===== src/rtl/vga_pkg.sv =====
// vga_pkg
// Shared VGA timing and image constants for the 640x480 @ 60 Hz display
// path, the colour word layout and the image content generator.
// No ports; imported by vga_sync, image_rom and top.
package vga_pkg;

    // Horizontal timing in pixel clocks.
    localparam int H_ACTIVE = 640;
    localparam int H_FP     = 16;
    localparam int H_SYNC   = 96;
    localparam int H_BP     = 48;
    localparam int H_TOTAL  = H_ACTIVE + H_FP + H_SYNC + H_BP;

    // Vertical timing in lines.
    localparam int V_ACTIVE = 480;
    localparam int V_FP     = 10;
    localparam int V_SYNC   = 2;
    localparam int V_BP     = 33;
    localparam int V_TOTAL  = V_ACTIVE + V_FP + V_SYNC + V_BP;

    // Sync pulse positions (inclusive bounds).
    localparam int H_SYNC_START = H_ACTIVE + H_FP;
    localparam int H_SYNC_END   = H_SYNC_START + H_SYNC - 1;
    localparam int V_SYNC_START = V_ACTIVE + V_FP;
    localparam int V_SYNC_END   = V_SYNC_START + V_SYNC - 1;

    // Source image, shown pixel-doubled in both directions.
    localparam int IMG_W     = 320;
    localparam int IMG_H     = 240;
    localparam int IMG_DEPTH = IMG_W * IMG_H;

    // Port widths.
    localparam int X_W    = 11;
    localparam int Y_W    = 10;
    localparam int ADDR_W = 17;
    localparam int PIX_W  = 12;

    // One image word: 4 bits per channel, red in the top nibble.
    typedef struct packed {
        logic [3:0] red;
        logic [3:0] green;
        logic [3:0] blue;
    } rgb_t;

    // Image content as a function of the word address. The low 12 address
    // bits give a repeating gradient and the high bits shift it, so every
    // 4096-word block of the picture looks different.
    function automatic logic [PIX_W-1:0] rom_pattern(input logic [ADDR_W-1:0] addr);
        return addr[11:0] + {7'b0, addr[16:12]};
    endfunction

endpackage


===== src/rtl/image_rom.sv =====
// image_rom
// Read-only image store, one 12-bit {R,G,B} word per source pixel, with a
// registered read port (data follows addr by one clock). The content is
// produced by vga_pkg::rom_pattern so the picture is fixed at build time
// without any external memory image.
// Ports:
//   clk  - system clock
//   addr - word address, 0..DEPTH-1
//   data - word at the address presented on the previous clock
module image_rom
    import vga_pkg::*;
#(
    parameter int DEPTH = IMG_DEPTH
)(
    input  logic              clk,
    input  logic [ADDR_W-1:0] addr,
    output logic [PIX_W-1:0]  data
);

    logic [PIX_W-1:0] data_q, data_d;

    // Addresses past the end of the image read as black.
    always_comb begin
        data_d = '0;
        if (addr < ADDR_W'(DEPTH)) begin
            data_d = rom_pattern(addr);
        end
    end

    always_ff @(posedge clk) begin
        data_q <= data_d;
    end

    assign data = data_q;

endmodule


===== src/rtl/vga_sync.sv =====
// vga_sync
// Pixel-rate divider, horizontal/vertical counters and the combinational
// sync/active decode for one VGA raster.
// Ports:
//   clk    - system clock (4x the pixel rate)
//   reset  - synchronous active-high reset
//   tick   - high for one clk every 4, the pixel strobe
//   x, y   - current pixel / line position
//   active - position lies inside the visible area
//   hs_n   - horizontal sync for the current x, active low
//   vs_n   - vertical sync for the current y, active low
module vga_sync
    import vga_pkg::*;
#(
    parameter int H_ACTIVE = vga_pkg::H_ACTIVE,
    parameter int H_FP     = vga_pkg::H_FP,
    parameter int H_SYNC   = vga_pkg::H_SYNC,
    parameter int H_BP     = vga_pkg::H_BP,
    parameter int V_ACTIVE = vga_pkg::V_ACTIVE,
    parameter int V_FP     = vga_pkg::V_FP,
    parameter int V_SYNC   = vga_pkg::V_SYNC,
    parameter int V_BP     = vga_pkg::V_BP
)(
    input  logic           clk,
    input  logic           reset,
    output logic           tick,
    output logic [X_W-1:0] x,
    output logic [Y_W-1:0] y,
    output logic           active,
    output logic           hs_n,
    output logic           vs_n
);

    localparam int LINE_LEN  = H_ACTIVE + H_FP + H_SYNC + H_BP;
    localparam int FRAME_LEN = V_ACTIVE + V_FP + V_SYNC + V_BP;
    localparam int HS_START  = H_ACTIVE + H_FP;
    localparam int HS_END    = HS_START + H_SYNC - 1;
    localparam int VS_START  = V_ACTIVE + V_FP;
    localparam int VS_END    = VS_START + V_SYNC - 1;

    logic [1:0]     div_q, div_d;
    logic [X_W-1:0] x_q, x_d;
    logic [Y_W-1:0] y_q, y_d;

    // The divider free-runs; its last state marks the pixel strobe.
    assign tick = (div_q == 2'd3);

    always_comb begin
        div_d = div_q + 2'd1;
        x_d   = x_q;
        y_d   = y_q;
        if (tick) begin
            if (x_q == X_W'(LINE_LEN - 1)) begin
                x_d = '0;
                if (y_q == Y_W'(FRAME_LEN - 1)) begin
                    y_d = '0;
                end else begin
                    y_d = y_q + Y_W'(1);
                end
            end else begin
                x_d = x_q + X_W'(1);
            end
        end
    end

    always_ff @(posedge clk) begin
        if (reset) begin
            div_q <= '0;
            x_q   <= '0;
            y_q   <= '0;
        end else begin
            div_q <= div_d;
            x_q   <= x_d;
            y_q   <= y_d;
        end
    end

    // Decode of the current position; top registers these on the strobe.
    always_comb begin
        active = (x_q < X_W'(H_ACTIVE)) && (y_q < Y_W'(V_ACTIVE));
        hs_n   = !((x_q >= X_W'(HS_START)) && (x_q <= X_W'(HS_END)));
        vs_n   = !((y_q >= Y_W'(VS_START)) && (y_q <= Y_W'(VS_END)));
    end

    assign x = x_q;
    assign y = y_q;

endmodule


===== src/rtl/top.sv =====
// top
// VGA scan-out of a pixel-doubled image. vga_sync produces the raster
// position, top turns it into an image address, and the sync and colour
// outputs are registered on the pixel strobe so they trail x/y by one pixel.
// Ports:
//   CLK100MHZ          - 100 MHz system clock
//   reset              - synchronous active-high reset
//   vgaRed/Green/Blue  - 4-bit colour DAC values, black during blanking
//   Hsync, Vsync       - sync pulses, active low
//   x, y               - current raster position
//   addra              - image address for (x,y), 0 outside the visible area
module top
    import vga_pkg::*;
#(
    parameter int H_ACTIVE = vga_pkg::H_ACTIVE,
    parameter int H_FP     = vga_pkg::H_FP,
    parameter int H_SYNC   = vga_pkg::H_SYNC,
    parameter int H_BP     = vga_pkg::H_BP,
    parameter int V_ACTIVE = vga_pkg::V_ACTIVE,
    parameter int V_FP     = vga_pkg::V_FP,
    parameter int V_SYNC   = vga_pkg::V_SYNC,
    parameter int V_BP     = vga_pkg::V_BP,
    parameter int IMG_W    = vga_pkg::IMG_W,
    parameter int IMG_H    = vga_pkg::IMG_H
)(
    input  logic              CLK100MHZ,
    input  logic              reset,
    output logic [3:0]        vgaRed,
    output logic [3:0]        vgaGreen,
    output logic [3:0]        vgaBlue,
    output logic              Hsync,
    output logic              Vsync,
    output logic [X_W-1:0]    x,
    output logic [Y_W-1:0]    y,
    output logic [ADDR_W-1:0] addra
);

    logic             tick;
    logic             active;
    logic             hs_n;
    logic             vs_n;
    logic [PIX_W-1:0] rom_data;

    logic hsync_q, hsync_d;
    logic vsync_q, vsync_d;
    rgb_t rgb_q, rgb_d;

    vga_sync #(
        .H_ACTIVE (H_ACTIVE),
        .H_FP     (H_FP),
        .H_SYNC   (H_SYNC),
        .H_BP     (H_BP),
        .V_ACTIVE (V_ACTIVE),
        .V_FP     (V_FP),
        .V_SYNC   (V_SYNC),
        .V_BP     (V_BP)
    ) u_sync (
        .clk    (CLK100MHZ),
        .reset  (reset),
        .tick   (tick),
        .x      (x),
        .y      (y),
        .active (active),
        .hs_n   (hs_n),
        .vs_n   (vs_n)
    );

    // Each source pixel covers a 2x2 block on screen, so both coordinates
    // are halved before forming the row-major image address.
    always_comb begin
        addra = '0;
        if (active) begin
            addra = ADDR_W'(y[Y_W-1:1]) * ADDR_W'(IMG_W) + ADDR_W'(x[X_W-1:1]);
        end
    end

    image_rom #(
        .DEPTH (IMG_W * IMG_H)
    ) u_rom (
        .clk  (CLK100MHZ),
        .addr (addra),
        .data (rom_data)
    );

    // The address only moves on a strobe, so by the next strobe the ROM
    // has long since caught up; capture sync and colour for the pixel that
    // is just finishing.
    always_comb begin
        hsync_d = hsync_q;
        vsync_d = vsync_q;
        rgb_d   = rgb_q;
        if (tick) begin
            hsync_d = hs_n;
            vsync_d = vs_n;
            if (active) begin
                rgb_d = rgb_t'(rom_data);
            end else begin
                rgb_d = '0;
            end
        end
    end

    always_ff @(posedge CLK100MHZ) begin
        if (reset) begin
            hsync_q <= 1'b1;
            vsync_q <= 1'b1;
            rgb_q   <= '0;
        end else begin
            hsync_q <= hsync_d;
            vsync_q <= vsync_d;
            rgb_q   <= rgb_d;
        end
    end

    assign Hsync    = hsync_q;
    assign Vsync    = vsync_q;
    assign vgaRed   = rgb_q.red;
    assign vgaGreen = rgb_q.green;
    assign vgaBlue  = rgb_q.blue;

endmodule


===== config.mk =====
export PLATFORM = sky130hd
export DESIGN_NAME = top
export DESIGN_NICKNAME = d
export VERILOG_FILES = /design/src/rtl/vga_pkg.sv /design/src/rtl/image_rom.sv /design/src/rtl/vga_sync.sv /design/src/rtl/top.sv
export SDC_FILE = /design/constraint.sdc
export NUM_CORES = 1
export LEC_CHECK = 0
export ABC_AREA = 1
export CAP_MARGIN = 20
export CORE_MARGIN = 10
export CORE_UTILIZATION = 25
export DETAILED_ROUTE_END_ITERATION = 7
export HOLD_SLACK_MARGIN = 0.15
export PLACE_DENSITY = 0.44
export SYNTH_ARGS = -nofsm -noshare
export SYNTH_HDL_FRONTEND = slang
export SYNTH_HIERARCHICAL = 1
export SYNTH_SLANG_ARGS = --single-unit

===== constraint.sdc =====
create_clock -name CLK100MHZ -period 3.11 [get_ports CLK100MHZ]
set_input_delay 0.311 -clock CLK100MHZ [delete_from_list [all_inputs] [get_ports CLK100MHZ]]
set_output_delay 0.311 -clock CLK100MHZ [all_outputs]
set_load 0.005 [all_outputs]

==> results.md, run 1 <==
- The clock latency of the later-clocked register in the worst-skew pair is 0.29 ns.
- The share of layout cells above drive strength 1 is 19.9%.
- The simple-gate portion of the synthesized area is 39.6%.
- Once detail routing completed, the nets flagged for antenna violations numbered 0.
- The run finished with clean final reports.
- The maximum fanout encountered on the critical timing path is 3.
- The kind of end point of the critical path is an output pin.
- The logic depth of the worst register-to-register path is 20.
- In this run, post-CTS hold repair placed 0 buffers.
- The average wire per standard cell is 13.1 µm.
- The number of endpoints with negative hold slack in the final report is 0.
- STA classifies the critical path startpoint as a register.
- Entering global routing, the biggest net connects 21 pins.
- The number of I/O pins is 54.
- Timing analysis after detailed placement gives a worst setup slack of -0.0859 ns.
- The TritonCTS clock tree is built.
- The number of cells in the design after placement is 784.
- At the pin with the least slew margin, the transition time is 0.411 ns.
- The vertical extent of the die is 138 µm.
- The worst-case clock buffer depth is 2.
- The initialized floorplan defines 42 standard-cell rows.
- The non-filler instance count after layout is 798.
- The data arrival time of the worst path is 2.79 ns.
- The number of buffers added on ports is 53.
- The total die area is 18900 µm².
- The highest clock rate is 0.322 GHz.
- Counting every net in the synthesized netlist gives 569.
- The analysis attributes to cell leakage a power of 0.00226 µW.
- Global routing finished with a remaining overflow of 0.
- The relative slew slack is 72.5%.
- Setup repair after global routing could not meet its margin everywhere.
- The most numerous cell type found on the critical path is sky130_fd_sc_hd__ha_4.
- The number of pins exceeding their max-slew limit in the final report came to 0.
- The adder-cell share of the synthesized area is 11.5%.
- Of the available clock period, the critical path in the final layout requires 99.8%.
- The final weighted congestion in routability-driven placement is 0.901.
- The die is 138 µm wide.
- The kind of cell adding the most delay to the critical path is adder cells.
- The proportion of synthesized chip area in sequential cells is 28.4%.
- Clock-pin slew was measured on the worst setup and hold paths at 0.07 ns.
- The clock arrives with 0.00759 ns of skew.
- The path with the worst hold slack has its endpoint at u_sync/div_q[0].
- Setup slack on the worst reg-to-reg path comes out at 0.06 ns.
- Measured against the total synthesized area, the mux share comes to 0%.
- The number of diodes is 0.
- In this run the critical register-to-register path is launched from u_sync/y[2].
- At the end of the flow the core is filled with cells to 36.4%.
- The number of antenna violations at the first check in global routing is 0.
- The region available for standard cell placement spans 13400 µm².
- The fraction of the mapped netlist area in compound gates is 9.55%.
- The detailed router finished its first iteration with 196 violations.
- The via density per instance is 4.51.
- The number of clock sinks seen by CTS is 49.
- The post-synthesis to final-layout area growth is 41.0%.
- Counting flops and latches in the post-synthesis netlist gives 49.
- The number of fillers in the final layout is 1415.
- The count of mapped cells out of synthesis is 537.
- The synthesis warning total is 6.
- The DRC violation count after routing is 0.
- The worst hold path begins at u_sync/div_q[0].
- For this run, the post-layout net count is 653.
- The H-tree depth reported by CTS is 2.
- The worst-case vdd ir drop is 0.187 mV.
- The root cell of the clock tree is sky130_fd_sc_hd__clkbuf_16.
- The total routing usage reported by global routing is 11.2%.
- Clock tree synthesis inserted a total of 5 buffers.
- The HPWL after detailed placement is 8490 µm.
- The dominant combinational cell family by area after synthesis is simple AND/OR/NAND/NOR gates.
- The number of global-route vias before repair is 3509.
- Wires add up to 10500 µm.
- The total number of vias is 3602.
- For this design, the slowest cell found on the critical path is sky130_fd_sc_hd__fa_2.
- The signal on the critical path passes through ha_4 > ha_4 > fa_2 > buf_6 > nand2_4 > nor2_4 > nand3_4 > o21ai_1 > a21oi_2 > buf_4 > clkdlybuf4s50_1.
- The post-synthesis average cell area is 6.44 µm².
- STA puts the critical path data required time at 2.80 ns.
- The power per cell area is 268 nW/µm².
- The worst setup slack after layout is 0.00768 ns.
- The iteration count of the initial detailed-routing pass is 4.
- The number of buffers and inverters on the critical path is 3.
- The summed instance area of the synthesized netlist is 3460 µm².
- The effective utilization at floorplan is 25.8%.
- The first-pass GRT wire length is 17100 µm.
- Along the worst hold path, the cell count comes to 1.
- The largest single stage delay on the critical path is 0.56 ns.
- In this run the critical register-to-register path is captured at u_rom/data[8].
- The post-synthesis share of cell area spent on xor and xnor gates is 0.759%.
- The number of library cell types mapped by synthesis is 38.
- The tightest min-delay check is of the reg -> reg type.
- The routed design could run at a clock period as short as 3.10 ns.
- Setup violations remaining at the end of the flow were counted as 0.
- After routing, the total negative slack on setup checks comes to 0 ns.
- The max-cap violation count is 0.
- The type of the setup path with the least slack is reg -> out.
[cells in the mapped netlist]
cell,instances,area [µm²]
sky130_fd_sc_hd__a211oi_1,1,7.51
sky130_fd_sc_hd__a21boi_0,1,7.51
sky130_fd_sc_hd__a21o_1,2,15.0
sky130_fd_sc_hd__a21oi_1,33,165
sky130_fd_sc_hd__a21oi_2,1,8.76
sky130_fd_sc_hd__a31o_2,1,8.76
sky130_fd_sc_hd__and3_1,1,6.26
sky130_fd_sc_hd__buf_2,1,5.00
sky130_fd_sc_hd__buf_4,2,15.0
sky130_fd_sc_hd__buf_6,1,11.3
sky130_fd_sc_hd__clkbuf_1,5,18.8
sky130_fd_sc_hd__clkbuf_2,1,5.00
sky130_fd_sc_hd__dfxtp_1,49,981
sky130_fd_sc_hd__fa_1,3,60.1
sky130_fd_sc_hd__ha_1,27,338
sky130_fd_sc_hd__inv_1,77,289
sky130_fd_sc_hd__inv_2,3,11.3
sky130_fd_sc_hd__nand2_1,147,552
sky130_fd_sc_hd__nand2_2,7,43.8
sky130_fd_sc_hd__nand2_4,3,33.8
sky130_fd_sc_hd__nand3_1,51,255
sky130_fd_sc_hd__nand3_2,5,50.1
sky130_fd_sc_hd__nand3_4,1,17.5
sky130_fd_sc_hd__nand4_1,8,50.1
sky130_fd_sc_hd__nor2_1,61,229
sky130_fd_sc_hd__nor2_2,5,31.3
sky130_fd_sc_hd__nor2_4,1,11.3
sky130_fd_sc_hd__nor3_1,6,30.0
sky130_fd_sc_hd__nor3_2,1,10.0
sky130_fd_sc_hd__nor3_4,1,16.3
sky130_fd_sc_hd__nor3b_1,1,7.51
sky130_fd_sc_hd__nor4_1,1,6.26
sky130_fd_sc_hd__o211ai_1,1,7.51
sky130_fd_sc_hd__o21ai_0,22,110
sky130_fd_sc_hd__or2_0,2,12.5
sky130_fd_sc_hd__or2_2,1,6.26
sky130_fd_sc_hd__xnor2_1,2,17.5
sky130_fd_sc_hd__xor2_1,1,8.76
[stage by stage]
step | power, µW | hold slack (ns) | instance area [µm²]
2_1_floorplan | 677 | 0.380 | 3470
3_3_place_gp | 695 | 0.407 | 4390
3_5_place_dp | 696 | 0.413 | 4390
4_1_cts | 1330 | 0.423 | 4710
5_1_grt | 1360 | 0.447 | 4880
6_report | 1310 | 0.423 | 4880
[how the worst max path moves through the flow]
stage                      from       endpoint  slack [ns]  cells after the start
finish              u_sync/y[2]      addra[14]       0.008                     11
global route        u_sync/y[2]  u_rom/data[8]       -0.13                     20
CTS                 u_sync/y[3]      addra[14]       0.007                     12
detailed placement  u_sync/y[4]  u_rom/data[8]       -0.09                     17
global placement    u_sync/y[4]  u_rom/data[4]       -0.06                     15
floorplan           u_sync/y[2]  u_rom/data[4]        0.02                     17
[report_power, final]
part           switching, µW  leakage (µW)  internal (µW)
Combinational           27.2       0.00178           17.0
Clock                    244     0.0000810            382
Sequential              4.04      0.000399            631
Total                    276       0.00226           1030
[cell usage in the layout, fill, tap and decap left out, types with 5 or more instances in the layout]
cell	n
sky130_fd_sc_hd__dfxtp_1	44
sky130_fd_sc_hd__nand3_1	43
sky130_fd_sc_hd__ha_4	8
sky130_fd_sc_hd__a21oi_1	27
sky130_fd_sc_hd__clkbuf_16	5
sky130_fd_sc_hd__clkdlybuf4s50_1	48
sky130_fd_sc_hd__nor3_1	5
sky130_fd_sc_hd__nand4_1	8
sky130_fd_sc_hd__inv_1	75
sky130_fd_sc_hd__a21oi_2	7
sky130_fd_sc_hd__nor2_2	6
sky130_fd_sc_hd__inv_2	5
sky130_fd_sc_hd__nand2_2	15
sky130_fd_sc_hd__ha_2	5
sky130_fd_sc_hd__buf_4	32
sky130_fd_sc_hd__ha_1	14
sky130_fd_sc_hd__nand2_1	137
sky130_fd_sc_hd__nor2_1	57
sky130_fd_sc_hd__nand2_4	5
sky130_fd_sc_hd__o21ai_0	21
sky130_fd_sc_hd__nand3_2	10
[registers in the layout, summed over array words and instances, names as in the netlist]
register / count
vgaGreen: 4
vgaRed: 4
Vsync: 1
u_rom/data: 12
u_sync/y: 10
Hsync: 1
u_sync/div_q: 2
vgaBlue: 4
u_sync/x: 11
[final cells by class]
| type | instances | area (µm²) | area share [%] |
|---|---|---|---|
| clock buffer | 6 | 129 | 2.64 |
| clock inverter | 2 | 38.8 | 0.795 |
| inverter | 80 | 300 | 6.16 |
| multi-input combinational | 398 | 2400 | 49.3 |
| sequential | 49 | 992 | 20.3 |
| tap | 176 | 220 | 4.52 |
| timing repair buffer | 87 | 793 | 16.3 |
[repair_timing]
item                                    4_1_cts  5_1_grt
gates cloned                                  0        0
setup buffers                                 5        1
pin swaps                                    11       17
gates resized for setup                      22       45
hold endpoints to repair                      0        0
endpoints found under the setup margin       12       14
[worst register-to-register path: stages (launching register included)]
cell	delay, ns
sky130_fd_sc_hd__dfxtp_2	0.34
sky130_fd_sc_hd__ha_4	0.24
sky130_fd_sc_hd__ha_4	0.16
sky130_fd_sc_hd__fa_2	0.56
sky130_fd_sc_hd__buf_6	0.11
sky130_fd_sc_hd__nand2_4	0.05
sky130_fd_sc_hd__nor2_4	0.14
sky130_fd_sc_hd__nand3_4	0.11
sky130_fd_sc_hd__nor2_4	0.11
sky130_fd_sc_hd__nand3_2	0.07
sky130_fd_sc_hd__nand2_2	0.08
sky130_fd_sc_hd__nor2_4	0.05
sky130_fd_sc_hd__buf_6	0.11
sky130_fd_sc_hd__ha_4	0.28
sky130_fd_sc_hd__nand2_2	0.06
sky130_fd_sc_hd__nor2_1	0.10
sky130_fd_sc_hd__nand2_1	0.09
sky130_fd_sc_hd__nand3_4	0.12
sky130_fd_sc_hd__nand3_2	0.08
sky130_fd_sc_hd__nand2_1	0.06
sky130_fd_sc_hd__nor2_1	0.04
[kinds of logic (layout without fill, tap and decap cells)]
group,count (synthesis),after routing
AND/OR/NAND/NOR,303,303
buffers and inverters,90,175
AO/OA/AOI/OAI,62,62
flip-flops,49,49
adder cells (fa/ha/maj),30,30
XOR/XNOR,3,3
[per-layer routing]
metal	track usage, %	up-vias	routed length (µm)
met3	2.18	8	491
li1	-	1879	-
met2	18.6	56	4920
met1	14.1	1659	4930
met4	3.63	0	140
met5	0	-	0
Power figures use the tool's default switching activity.
==> run 2: changes to the inputs <==
--- a/config.mk
+++ b/config.mk
@@ -7,12 +7,14 @@
 export LEC_CHECK = 0
 export ABC_AREA = 1
 export CAP_MARGIN = 20
-export CORE_MARGIN = 10
+export CORE_MARGIN = 5
 export CORE_UTILIZATION = 25
 export DETAILED_ROUTE_END_ITERATION = 7
+export GPL_TIMING_DRIVEN = 1
 export HOLD_SLACK_MARGIN = 0.15
 export PLACE_DENSITY = 0.44
 export SYNTH_ARGS = -nofsm -noshare
 export SYNTH_HDL_FRONTEND = slang
 export SYNTH_HIERARCHICAL = 1
 export SYNTH_SLANG_ARGS = --single-unit
+export TNS_END_PERCENT = 100
==> run 2 against run 1 <==
Largest power group is now clock. Critical path depth grew 9. Clock power up 14%. The run now ends with negative setup slack left. Setup slack worse by 0.012 ns. Highest routed layer unchanged.
==> results.md, run 2 (synthesized netlist as in run 1, its figures left out) <==
- The total non-filler cell area in the finished layout came to 4930 µm² (+1.0%).
- The total setup violations reported at the end of the flow was 1 (+1).
- The number of flip-flops in the largest register is 12 (unchanged).
- The share of layout cells above drive strength 1 is 20.1% (+0.19 points).
- The clock buffer count from CTS came to 5 (unchanged).
- The total routing usage reported by global routing is 12.7% (+1.6 points).
- The wire length reported by the detailed router is 10300 µm (-1.8%).
- The iteration count of the initial detailed-routing pass is 4 (unchanged).
- The total congestion overflow is 0 (unchanged).
- The most common cell after layout, fill and taps aside is sky130_fd_sc_hd__nand2_1.
- In the layout the commonest cells are sky130_fd_sc_hd__nand2_1, sky130_fd_sc_hd__inv_1, sky130_fd_sc_hd__nor2_1, sky130_fd_sc_hd__clkdlybuf4s50_1, sky130_fd_sc_hd__dfxtp_1.
- The max-cap violation count came to 0 (unchanged).
- The final weighted congestion in routability-driven placement was 0.844 (-6.3%).
- The first-pass GRT wire length is 16800 µm (-2.1%).
- The number of endpoints with negative hold slack in the final report is 0 (unchanged).
- The number of antenna violations at the first check in global routing came to 0 (unchanged).
- The DRC violation count after routing is 0 (unchanged).
- The post-synthesis to final-layout area growth is 42.4%.
- The number of clock sinks seen by CTS is 49 (unchanged).
- The relative slew slack is 64.8% (-7.8 points).
- The worst setup slack after layout was -0.00477 ns (-0.0125 ns).
- The register clock-pin slew on the reported worst setup and hold paths is 0.07 ns (about the same).
- The cell area after placement is 4390 µm² (+0.11%).
- Setup repair after global routing could not meet its margin everywhere.
- The data arrival time of the worst path is 3.31 ns (+0.52 ns).
- The via density per instance came to 4.40 (-2.5%).
- The final critical delay including setup and external delays is 3.11 ns (+0.0125 ns).
- The count of nets left with antenna violations after detail routing is 0 (unchanged).
- The effective utilization at floorplan is 25.2% (-0.60 points).
- The number of global-route vias before repair was 3368 (-4.0%).
- The clock latency of the later-clocked register in the worst-skew pair is 0.30 ns (about the same).
- The number of standard-cell rows in the floorplan was 43 (+2.4%).
- The vertical extent of the die was 128 µm (-7.3%).
- The pin count of the biggest net entering global routing is 21 (unchanged).
- The total die area is 16300 µm² (-14%).
- The total power was 1390 µW (+6.8%).
- The maximum fanout encountered on the critical timing path was 4 (+1).
- The detailed-placement wirelength estimate is 8080 µm (-4.9%).
- The slew at the pin closest to its max-slew limit is 0.529 ns (+0.117 ns).
- The number of nets in the layout is 657 (+0.61%).
- The number of pins exceeding their max-slew limit in the final report came to 0 (unchanged).
- The number of diodes came to 0 (unchanged).
- The total number of vias is 3546 (-1.6%).
- The number of I/O pins is 54 (unchanged).
- The core outline area is 13700 µm² (+2.4%).
- The post-cts hold buffer count came to 0 (unchanged).
- The average wire per standard cell is 12.8 µm (-2.8%).
- The final cycle utilization of the critical path came to 100% (+0.40 points).
- The non-filler instance count after layout is 806 (+1.0%).
- The path category of the worst min-delay check is reg -> reg.
- The H-tree depth reported by CTS is 2 (unchanged).
- The share of the core filled with cells is 35.9% (-0.49 points).
- The worst-case vdd ir drop came to 0.239 mV (+28%).
- The number of cells in the design after placement is 788 (+0.51%).
- The final worst clock skew was 0.00594 ns (-0.00165 ns).
- The number of buffers added on ports is 53 (unchanged).
- The power per cell area is 283 nW/µm² (+5.7%).
- The worst setup path is captured at a register.
- The flow ran to the end, but the final reports show violations.
- The critical path data required time is 3.31 ns (+0.51 ns).
- The highest clock rate is 0.321 GHz (-0.40%).
- The TritonCTS clock tree is built.
- The type of the setup path with the least slack is reg -> reg.
- The tree is rooted in a sky130_fd_sc_hd__clkbuf_16.
- The leakage power figure came to 0.00231 µW (+2.2%).
- The final reports fail on negative setup slack.
- STA classifies the critical path startpoint as a register.
- The worst-case clock buffer depth is 2 (unchanged).
- The detailed router's first-iteration violation count came to 167 (-15%).
- The die width is 128 µm (-7.3%).
[run 2: worst paths after layout]
check | from | slack, ns | to | cells after the start
worst max-delay path | u_sync/y[2] | -0.005 | u_rom/data[9] | 20
worst min-delay path | u_sync/div_q[0] | 0.42 | u_sync/div_q[0] | 1
worst max register to register | u_sync/y[2] | -0.005 | u_rom/data[9] | 20
worst min register to register | u_sync/div_q[0] | 0.42 | u_sync/div_q[0] | 1
[run 2: through the flow]
stage	hold WS, ns	TNS, ns	setup WS (ns)
2_1_floorplan	0.380	0	0.0161
3_3_place_gp	0.407	-0.110	-0.0358
3_5_place_dp	0.420	-0.241	-0.0751
4_1_cts	0.430	-0.00787	-0.00787
5_1_grt	0.452	-1.04	-0.144
6_report	0.423	-0.00477	-0.00477
[run 2: per-layer routing]
| layer | wire length (µm) | vias up | track usage [%] |
|---|---|---|---|
| met1 | 5030 | 1595 | 17.5 |
| li1 | - | 1885 | - |
| met2 | 4650 | 61 | 20.4 |
| met4 | 87 | 0 | 2.43 |
| met3 | 527 | 5 | 3.14 |
| met5 | 0 | - | 0 |
[run 2: cell type report]
cell class,instances,area [µm²]
Multi-Input combinational cell,398,2410
Fill cell,1481,8790
Inverter,80,300
Sequential cell,49,990
Clock buffer,5,125
Timing Repair Buffer,91,810
Clock inverter,3,65.1
Tap cell,180,225
[run 2: critical path, cell delays in order (launching register included)]
cell and delay [ns]:
sky130_fd_sc_hd__dfxtp_2 0.34, sky130_fd_sc_hd__ha_4 0.24, sky130_fd_sc_hd__ha_4 0.16, sky130_fd_sc_hd__fa_2 0.57, sky130_fd_sc_hd__buf_6 0.11, sky130_fd_sc_hd__nand2_4 0.05
sky130_fd_sc_hd__nor2_4 0.14, sky130_fd_sc_hd__nand3_4 0.10, sky130_fd_sc_hd__nor2_4 0.11, sky130_fd_sc_hd__nand3_1 0.08, sky130_fd_sc_hd__nand2_1 0.06, sky130_fd_sc_hd__nor2_1 0.05
sky130_fd_sc_hd__buf_4 0.14, sky130_fd_sc_hd__ha_4 0.29, sky130_fd_sc_hd__nand2_1 0.07, sky130_fd_sc_hd__nand2_2 0.12, sky130_fd_sc_hd__inv_2 0.05, sky130_fd_sc_hd__nand2_1 0.07
sky130_fd_sc_hd__nand2_2 0.06, sky130_fd_sc_hd__a21oi_2 0.14, sky130_fd_sc_hd__nor2_1 0.06
[run 2: repair_timing]
item | CTS | global route
endpoints found under the setup margin | 14 | 16
gates resized for setup | 23 | 43
buffers inserted | 6 | 5
pin swaps | 17 | 23
hold endpoints to repair | 0 | 0
[run 2: where the power goes]
group | switching (µW) | leakage, µW | internal (µW)
Sequential | 3.72 | 0.000398 | 631
Combinational | 27.4 | 0.00182 | 17.0
Clock | 255 | 0.0000938 | 460
Total | 286 | 0.00231 | 1110
==> run 3: changes to the inputs <==
--- a/config.mk
+++ b/config.mk
@@ -8,11 +8,11 @@
 export ABC_AREA = 1
 export CAP_MARGIN = 20
 export CORE_MARGIN = 5
-export CORE_UTILIZATION = 25
+export CORE_UTILIZATION = 49
 export DETAILED_ROUTE_END_ITERATION = 7
 export GPL_TIMING_DRIVEN = 1
 export HOLD_SLACK_MARGIN = 0.15
-export PLACE_DENSITY = 0.44
+export PLACE_DENSITY = 0.76
 export SYNTH_ARGS = -nofsm -noshare
 export SYNTH_HDL_FRONTEND = slang
 export SYNTH_HIERARCHICAL = 1
==> run 3 against run 2 <==
Count of clock-buffer cells in the layout up 2. Clock skew rose by 0.0021 ns. Register-to-register slack got worse by 0.15 ns. The run still ends with negative setup slack left. Sequential power about the same. Flip-flop and latch count stayed put. Die area shrank 46%.
==> results.md, run 3 (synthesized netlist as in run 1, its figures left out) <==
- The total congestion overflow came to 0 (unchanged).
- The maximum fanout encountered on the critical timing path is 3 (-1).
- The average wire per standard cell was 14.3 µm (+12%).
- The H-tree depth reported by CTS is 2 (unchanged).
- The count of nets left with antenna violations after detail routing is 0 (unchanged).
- By startpoint and endpoint, the worst setup path is classified as reg -> out.
- The number of global-route vias before repair came to 3543 (+5.2%).
- The number of flip-flops in the largest register came to 12 (unchanged).
- The smallest hold slack came to 0.432 ns (+0.00915 ns).
- The first-pass GRT wire length was 16100 µm (-4.0%).
- The final cycle utilization of the critical path is 105% (+5.2 points).
- The final worst clock skew came to 0.00804 ns (+0.00211 ns).
- The vertical extent of the die is 94.0 µm (-26%).
- The power per cell area is 232 nW/µm² (-18%).
- Walking the worst path, the cells encountered are ha_4 > ha_4 > fa_2 > buf_4 > nand2_2 > nor2_4 > nand3_2 > a21oi_2 > buf_4 > clkdlybuf4s50_1.
- The core outline area was 6830 µm² (-50%).
- The critical path depth in cells is 10 (-50%).
- The number of cells in the design after placement came to 701 (-11%).
- The die width is 94.0 µm (-26%).
- The root cell of the clock tree is sky130_fd_sc_hd__clkbuf_8.
- The clock buffer count from CTS came to 5 (unchanged).
- The cell family contributing the most delay on the critical path is adder cells.
- The number of pins exceeding their max-slew limit in the final report is 0 (unchanged).
- The number of buffers added on ports was 53 (unchanged).
- The worst-case clock buffer depth is 2 (unchanged).
- The top cell types in the final layout, fill and taps aside, are sky130_fd_sc_hd__nand2_1, sky130_fd_sc_hd__inv_1, sky130_fd_sc_hd__nor2_1, sky130_fd_sc_hd__clkdlybuf4s50_1, sky130_fd_sc_hd__dfxtp_1.
- The largest incremental delay on the critical path was 0.58 ns (about the same).
- In this run the critical register-to-register path is captured at u_rom/data[8].
- The detailed-placement wirelength estimate is 7100 µm (-12%).
- The number of standard-cell rows in the floorplan is 30 (-30%).
- The effective utilization at floorplan is 50.6% (+25 points).
- The total die area is 8840 µm² (-46%).
- The iteration count of the initial detailed-routing pass is 5 (+1).
- The critical path ends at addra[14].
- The worst setup path is captured at an output pin.
- The sum of buffers and inverters on the critical path was 3 (unchanged).
- The total routing usage reported by global routing is 22.5% (+9.8 points).
- The pin count of the biggest net entering global routing is 29 (+38%).
- The slew at the pin closest to its max-slew limit was 0.580 ns (+0.0517 ns).
- The total number of vias is 3801 (+7.2%).
- The DRC violation count after routing is 0 (unchanged).
- The number of nets in the layout is 655 (-0.30%).
- Relative to the synthesized area, the layout overhead comes to 37.3%.
- The checks that failed: negative setup slack.
- On the critical path, the stage with the largest delay is an instance of sky130_fd_sc_hd__fa_2.
- The final critical delay including setup and external delays is 3.28 ns (+0.161 ns).
- The leakage power figure is 0.00223 µW (-3.4%).
- The via density per instance is 5.28 (+20%).
- The highest clock rate was 0.305 GHz (-4.9%).
- The most critical setup path has its startpoint at u_sync/y[2].
- The number of diodes is 0 (unchanged).
- The critical path data required time was 2.80 ns (-0.51 ns).
- The non-filler instance count after layout is 720 (-11%).
- The final weighted congestion in routability-driven placement came to 0.918 (+8.7%).
- The number of clock sinks seen by CTS is 49 (unchanged).
- The register clock-pin slew on the reported worst setup and hold paths was 0.09 ns (+0.02 ns).
- The clock latency of the later-clocked register in the worst-skew pair came to 0.31 ns (about the same).
- The run finished, with violations left.
- The number of antenna violations at the first check in global routing is 0 (unchanged).
- The relative slew slack came to 61.0% (-3.7 points).
- The setup slack of the most critical reg-to-reg path is -0.15 ns (-0.15 ns).
- Setup repair after global routing could not meet its margin everywhere.
- The max-cap violation count came to 0 (unchanged).
- The worst-case vdd ir drop is 0.190 mV (-20%).
- The detailed router's first-iteration violation count came to 232 (+39%).
- The logic depth of the worst register-to-register path is 20 (unchanged).
- The total power is 1100 µW (-21%).
- The total setup violations reported at the end of the flow is 8 (+7).
- The share of layout cells above drive strength 1 came to 21.6% (+1.5 points).
- The worst setup slack after layout was -0.165 ns (-0.161 ns).
- The path category of the worst min-delay check is reg -> reg.
- The element type at the critical path start is a register.
- The most common cell after layout, fill and taps aside is sky130_fd_sc_hd__nand2_1.
- TritonCTS built the clock tree.
- The number of I/O pins is 54 (unchanged).
- The worst-case setup slack after placement is -0.165 ns (-0.0902 ns).
- The number of endpoints with negative hold slack in the final report came to 0 (unchanged).
- The data arrival time of the worst path is 2.96 ns (-0.35 ns).
- The wire length reported by the detailed router was 10300 µm (+0.17%).
- The beginning of the worst register-to-register path is u_sync/y[2].
[run 3: through the flow]
stage	util (%)	cell area (µm²)	TNS [ns]
2_1_floorplan	-	3470	0
3_3_place_gp	62.4	4260	-0.432
3_5_place_dp	62.4	4260	-1.18
4_1_cts	67.4	4600	-0.152
5_1_grt	69.5	4750	-2.16
6_report	69.5	4750	-0.841
[run 3: where the power goes]
part,internal (µW),switching (µW)
sequential,631,3.66
combinational,17.1,28.0
clock,206,215
total,854,247
[run 3: what timing repair did]
action                                  4_1_cts  5_1_grt
hold buffers                                  0        0
gates resized for setup                      42       37
endpoints found under the hold margin         0        0
endpoints found under the setup margin       16       16
pin swaps                                    20       19
buffers inserted                              7        4
[run 3: worst register-to-register path: stages, from the launching register on]
cell	delay [ns]
sky130_fd_sc_hd__dfxtp_2	0.34
sky130_fd_sc_hd__ha_4	0.24
sky130_fd_sc_hd__ha_4	0.16
sky130_fd_sc_hd__fa_2	0.58
sky130_fd_sc_hd__buf_4	0.13
sky130_fd_sc_hd__nand2_2	0.07
sky130_fd_sc_hd__nor2_4	0.11
sky130_fd_sc_hd__nand3_2	0.12
sky130_fd_sc_hd__nor2_2	0.13
sky130_fd_sc_hd__nand3_1	0.08
sky130_fd_sc_hd__nand2_1	0.09
sky130_fd_sc_hd__nor2_2	0.05
sky130_fd_sc_hd__buf_4	0.14
sky130_fd_sc_hd__ha_4	0.29
sky130_fd_sc_hd__nand2_1	0.09
sky130_fd_sc_hd__nor2_2	0.15
sky130_fd_sc_hd__nand2_2	0.07
sky130_fd_sc_hd__nand3_4	0.13
sky130_fd_sc_hd__nand3_2	0.08
sky130_fd_sc_hd__nand2_1	0.09
sky130_fd_sc_hd__nor2_1	0.04
[run 3: worst min path at each step]
stage	startpoint	end	slack, ns	depth (start not counted)
final	u_sync/div_q[0]	u_sync/div_q[0]	0.43	1
after global routing	u_sync/div_q[0]	u_sync/div_q[0]	0.46	1
after CTS	u_sync/div_q[0]	u_sync/div_q[0]	0.43	1
after detailed placement	u_sync/div_q[0]	u_sync/div_q[0]	0.41	1
after global placement	u_sync/div_q[0]	u_sync/div_q[0]	0.41	1
after floorplan	reset	vgaGreen[1]	0.38	1
[run 3: layout make-up]
| class | instances | area, µm² |
|---|---|---|
| multi-input combinational | 398 | 2430 |
| fill | 583 | 2080 |
| sequential | 49 | 992 |
| timing repair buffer | 89 | 801 |
| inverter | 80 | 303 |
| tap | 96 | 120 |
| clock buffer | 7 | 96.3 |
| clock inverter | 1 | 8.76 |
[run 3: routing by layer]
layer | part of all wire, % | wire length (µm) | vias up | GRT usage (%)
li1 | - | - | 1884 | -
met1 | 44 | 4490 | 1754 | 28.9
met2 | 49 | 5020 | 148 | 38.6
met3 | 6.3 | 655 | 15 | 4.17
met4 | 1.5 | 150 | 0 | 5.78
met5 | 0 | 0 | - | 0
